### src/rtl/debounce_edge_detect_pkg.sv
// Project-wide constants shared by the button-conditioning blocks.
package debounce_edge_detect_pkg;
  localparam logic YES = 1'b1;
  localparam logic NO  = 1'b0;
endpackage

### src/rtl/debounce_edge_detect_edge_detect_stage.sv
// Registers a level and emits one-cycle rise/fall strobes, combinational from level and its history.
// History resets to RESET_LEVEL, so there is no strobe when reset is released.
module edge_detect_stage
  import debounce_edge_detect_pkg::*;
#(
  parameter logic RESET_LEVEL = 1'b1
) (
  input  logic clk,
  input  logic reset_low,
  input  logic level,
  output logic pos_edge,
  output logic neg_edge
);

  logic r_level_q;

  always_ff @(posedge clk or negedge reset_low) begin
    if (!reset_low) begin
      r_level_q <= RESET_LEVEL;
    end else begin
      r_level_q <= level;
    end
  end

  assign pos_edge = (level == YES) && (r_level_q == NO);
  assign neg_edge = (level == NO)  && (r_level_q == YES);

endmodule

### src/rtl/debounce_edge_detect.sv
// Raw async input -> 2-flop synchroniser -> CYCLES-sample debounce filter -> edge strobes.
// Step-to-level latency is 2 + CYCLES clocks; edge strobes coincide with the first cycle of the new level.
module debounce_edge_detect
  import debounce_edge_detect_pkg::*;
#(
  parameter int   CYCLES      = 255,
  parameter logic RESET_LEVEL = 1'b1
) (
  input  logic clk,
  input  logic reset_low,
  input  logic bit_in,
  output logic bit_out,
  output logic pos_edge,
  output logic neg_edge
);

  localparam int            CW   = $clog2(CYCLES + 1);
  localparam logic [CW-1:0] LAST = CW'(CYCLES - 1);

  logic [1:0]    r_sync;
  logic [CW-1:0] r_cnt;
  logic          r_bit_out;
  logic          w_s;

  assign w_s = r_sync[1];

  // Counter only advances while s disagrees with the accepted level, so it stops at LAST and never wraps.
  always_ff @(posedge clk or negedge reset_low) begin
    if (!reset_low) begin
      r_sync    <= {2{RESET_LEVEL}};
      r_bit_out <= RESET_LEVEL;
      r_cnt     <= '0;
    end else begin
      r_sync <= {r_sync[0], bit_in};
      if ((w_s ^ r_bit_out) == NO) begin
        r_cnt <= '0;
      end else if (r_cnt == LAST) begin
        r_bit_out <= w_s;
        r_cnt     <= '0;
      end else begin
        r_cnt <= r_cnt + CW'(1);
      end
    end
  end

  assign bit_out = r_bit_out;

  edge_detect_stage #(
    .RESET_LEVEL (RESET_LEVEL)
  ) u_edge (
    .clk       (clk),
    .reset_low (reset_low),
    .level     (r_bit_out),
    .pos_edge  (pos_edge),
    .neg_edge  (neg_edge)
  );

endmodule

### config.mk
export PLATFORM = sky130hd
export DESIGN_NAME = debounce_edge_detect
export DESIGN_NICKNAME = d
export VERILOG_FILES = /design/src/rtl/debounce_edge_detect_pkg.sv /design/src/rtl/debounce_edge_detect_edge_detect_stage.sv /design/src/rtl/debounce_edge_detect.sv
export SDC_FILE = /design/constraint.sdc
export NUM_CORES = 1
export LEC_CHECK = 0
export ABC_AREA = 1
export CORE_AREA = 2 2 39 41
export CTS_BUF_LIST = sky130_fd_sc_hd__clkbuf_16
export CTS_CLUSTER_SIZE = 14
export DETAILED_ROUTE_END_ITERATION = 8
export DIE_AREA = 0 0 41 43
export PLACE_DENSITY = 0.76
export SLEW_MARGIN = 20
export SYNTH_ARGS = -nofsm -noshare
export SYNTH_HDL_FRONTEND = slang
export SYNTH_SLANG_ARGS = --single-unit
### constraint.sdc
create_clock -name clk -period 1.1 [get_ports clk]
set_input_delay 0.11 -clock clk [delete_from_list [all_inputs] [get_ports clk]]
set_output_delay 0.11 -clock clk [all_outputs]
set_load 0.1 [all_outputs]
# Word level (Yosys, flattened, before mapping)
# Index checks and enable logic that the tools add are counted.
# word_totals
regBits	12
memories	0
latchBits	0
output_inout_bits	3
mem_bits_rw	0
romBits	0
input_bits	3
# classes
bitwise	3
n_mul	0
div	0
eq_ne	1
reduce_logical	3
mux	2
shift	0
addsub	1
n_lt_le_gt_ge	0
# ops
cell	n
8-bit 2-to-1 mux	2
8-bit by 1-bit adder with 8-bit output, second input constant	1
8-bit == test, second input constant	1
1-bit logical AND	2
1-bit NOT	2
2-bit AND reduction	1
1-bit bitwise XOR	1

# Logic depth before layout (Yosys ltp)
# depth
depth_word	3
depth_mapped	7

# Modules after synthesis
# A second synthesis with hierarchy kept.
# unflattened
cells_unflattened	59
area_unflattened_um2	593.1
# by_module_without_submodules
module	seq_area_each_um2	n_inst	cells_each	area_per_inst_um2
debounce_edge_detect	279.0	1	54	551.8
edge_detect_stage	26.3	1	5	41.3

# Least setup slack after synthesis
# Ideal clock, no wire load.
# synth_path
path_kind	register -> output
start	register r_bit_out, in the netlist bit_out
end	output port pos_edge
n_path_buf	0
arrival_time_ns	2.273
required_ns	0.990
path_slack_ns	-1.283
path_stages_with_launch	3
cell_sequence	dfstp_2 inv_1 nor2_1
# synth_between
elab_chain_len	1
# synth_rtl
item	line_no	text
start: declaration	debounce_edge_detect.sv:22	logic r_bit_out;
start signal: assignment	debounce_edge_detect.sv:38	r_bit_out <= w_s;
1-bit logical AND	debounce_edge_detect_edge_detect_stage.sv:25	assign pos_edge = (level == YES) && (r_level_q == NO);
end: declaration	debounce_edge_detect.sv:13	output logic pos_edge,
# No other way between the ends.

# Worst setup path in the final report
# layout_path
start	register r_bit_out, in the netlist bit_out
end	output port neg_edge
# layout_between
elab_chain_len	2
# layout_rtl
item	line_no	text
1-bit NOT	debounce_edge_detect_edge_detect_stage.sv:26	assign neg_edge = (level == NO) && (r_level_q == YES);
1-bit logical AND	debounce_edge_detect_edge_detect_stage.sv:26	
end: declaration	debounce_edge_detect.sv:14	output logic neg_edge
# No other way between the ends.

==> impl_metrics.env <==
export IMPL_cts_made_buffers=3
export IMPL_tightestPinTransition_ns=0.2549
export IMPL_final_util_pct=63.38
export IMPL_drt_wl_total_mm=1.099
export IMPL_grt_max_degree=13
export IMPL_r2r_cells=4
export IMPL_layout_commonest_cell="dfrtp_1"
export IMPL_dp_cells=83
export IMPL_min_path_type="input pin to async pin"
export IMPL_regToRegEndpoint="r_cnt[6]$_DFF_PN0_"
export IMPL_netlist_instances=58
export IMPL_path_class="flop to output port"
export IMPL_rows=14
export IMPL_path_max_fanout=3
export IMPL_grt_total_usage_pct=15.83
export IMPL_layout_common_cells="dfrtp_1 (8), nand2_1 (7), nor2_4 (6)"
export IMPL_clk_pin_slew_ns=0.04
export IMPL_fmax_mhz=776.8
export IMPL_cap_viol_max_count=0
export IMPL_fin_crit_ns=1.287
export IMPL_power_density_mw_per_mm2=1367
export IMPL_worstReg2RegStart="bit_out$_DFFE_PN1P_"
export IMPL_post_dp_hpwl_um=691.6
export IMPL_layout_cells_non_filler=89
export IMPL_drcViolationCount=0
export IMPL_total_power_mw=1.199
export IMPL_htree_levels=1
export IMPL_crit_arrival_ns=1.18
export IMPL_ys_types=15
export IMPL_firstDrtPassIters=4
export IMPL_multiInputGateArea_sq_um=315.3
export IMPL_cts_tree="built"
export IMPL_ir_drop_mv=1.402
export IMPL_diodes=0
export IMPL_fin_nets=79
export IMPL_drv_slew=0
export IMPL_synth_warnings=0
export IMPL_period_share_pct=117.0
export IMPL_clockRootBuffer="clkbuf_16"
export IMPL_seq_area_sq_um=309.0
export IMPL_place_congestion=0.7383
export IMPL_antenna_found_initial=0
export IMPL_ys_seq_elements=12
export IMPL_cts_path_max_buffers=2
export IMPL_avgViaCountPerCell=5.045
export IMPL_core_area_sq_mm=0.001384
export IMPL_drt_iter0_markers=5
export IMPL_avgSynthCellArea_sq_um=9.578
export IMPL_detail_route_wl_per_cell_um=12.35
export IMPL_clock_sinks=12
export IMPL_r2r_setup_slack_ns=-0.16
export IMPL_port_buffers=5
export IMPL_area_growth_pct=57.88
export IMPL_clkLatencyLatePin_ns=0.24
export IMPL_grt_pass1_wl_mm=1.842
export IMPL_rsz0062_at_grt="yes"
export IMPL_slew_headroom_pct=82.89
export IMPL_ant_nets=0
export IMPL_end_kind="output port"
export IMPL_grt_pass1_vias=423
export IMPL_violations="negative setup slack"
export IMPL_syn_num_nets=63
export IMPL_dieArea_sq_mm=0.001763
export IMPL_overflow=0
export IMPL_io_pins=6
export IMPL_die_w_um=41
export IMPL_finalHoldViolCount=0
export IMPL_ys_seq_area_share_pct=54.95
export IMPL_layout_drive_gt1_share_pct=47.95
export IMPL_outcome="complete, but fails checks"
export IMPL_routed_via_count=449
export IMPL_finalSetupViolCount=11
export IMPL_cts_hold_buf=0
export IMPL_fin_tns_setup_ns=-1.643
export IMPL_syn_area_sq_um=555.5
export IMPL_start_util_pct=40.14
export IMPL_cp_data_required_time_ns=0.99
export IMPL_fin_worst_hold_slack_ns=0.1767
export IMPL_start_kind="flop"
export IMPL_timing_final_ws_setup_ns=-0.1873
export IMPL_fill_cells=92
export IMPL_leakagePower_nw=0.3817
export IMPL_die_h_um=43
export IMPL_clock_skew_ns=0.001304
## power breakdown
group	switching [mW]	internal, mW
Clock	0.176	0.477
Combinational	0.0350	0.0349
Sequential	0.0164	0.459
Total	0.228	0.971
## cell type report
class	instances	area share, %
tap	16	2.282
inverter	6	2.853
multi-input combinational	40	35.95
clock buffer	3	8.559
timing repair buffer	11	14.69
sequential	12	35.24
clock inverter	1	0.4280
## synth_stat cells
| cell | n | area (sq um) |
|---|---|---|
| a21oi_1 | 3 | 15.01 |
| a21oi_2 | 1 | 8.760 |
| dfrtp_1 | 8 | 200.2 |
| dfstp_2 | 4 | 105.1 |
| ha_1 | 2 | 25.02 |
| inv_1 | 6 | 22.52 |
| nand2_1 | 8 | 30.03 |
| nand2_2 | 3 | 18.77 |
| nand3_1 | 5 | 25.02 |
| nor2_1 | 12 | 45.04 |
| nor2_2 | 1 | 6.260 |
| nor2_4 | 1 | 11.26 |
| xnor2_1 | 2 | 17.52 |
| xor2_1 | 1 | 8.760 |
| xor2_2 | 1 | 16.27 |
## per-stage QoR
stage               setup slack (ns)  area, sq um
global route                 -0.2134        877.1
CTS                          -0.1917        834.6
detailed placement          -0.08271        706.9
floorplan                    -0.3826        576.8
finish                       -0.1873        877.1
global placement            -0.06084        706.9
## worst max path at each step
stage / startpoint / to / slack (ns)
2_1_floorplan: bit_out$_DFFE_PN1P_ / pos_edge / -0.38
3_3_place_gp: r_cnt[0]$_DFF_PN0_ / r_cnt[4]$_DFF_PN0_ / -0.06
3_5_place_dp: r_cnt[0]$_DFF_PN0_ / r_cnt[4]$_DFF_PN0_ / -0.08
4_1_cts: bit_out$_DFFE_PN1P_ / neg_edge / -0.19
5_1_grt: bit_out$_DFFE_PN1P_ / neg_edge / -0.21
6_report: bit_out$_DFFE_PN1P_ / neg_edge / -0.19
## state kept, by name, summed over array words and instances (netlist names)
register / flops
r_cnt: 8
r_sync: 2
bit_out: 1
u_edge.r_level_q: 1
## logic make-up (layout without fill, tap and decap cells)
kind of cell               after synthesis  after routing  synth area share (%)
AOI/OAI and AO/OA                        4              4                 4.279
buffers and inverters                    6             21                 4.054
DFF                                     12             12                 54.95
and+or+nand+nor                         30             30                 24.55
xor gates and xnor gates                 4              4                 7.659
adders and majority gates                2              2                 4.504
## layer usage
| metal | vias up | global-route usage (%) | wire length (um) |
|---|---|---|---|
| li1 | 209 | - | - |
| met1 | 221 | 22.92 | 497 |
| met2 | 17 | 20.94 | 555 |
| met3 | 2 | 4.712 | 39 |
| met4 | 0 | 8.000 | 7 |
| met5 | - | 0 | 0 |
## critical path: stages, from the launching register on
cell     delay (ns)
dfstp_4        0.63
buf_6          0.12
nor2_4         0.04
buf_12         0.16
## repair_timing
action	in CTS	in global routing
gates resized for setup	8	10
pin swaps	4	1
endpoints found under the hold margin	0	0
buffers inserted	2	0
setup endpoints to repair	12	12
Note: power is estimated with default switching activity, not from simulation.
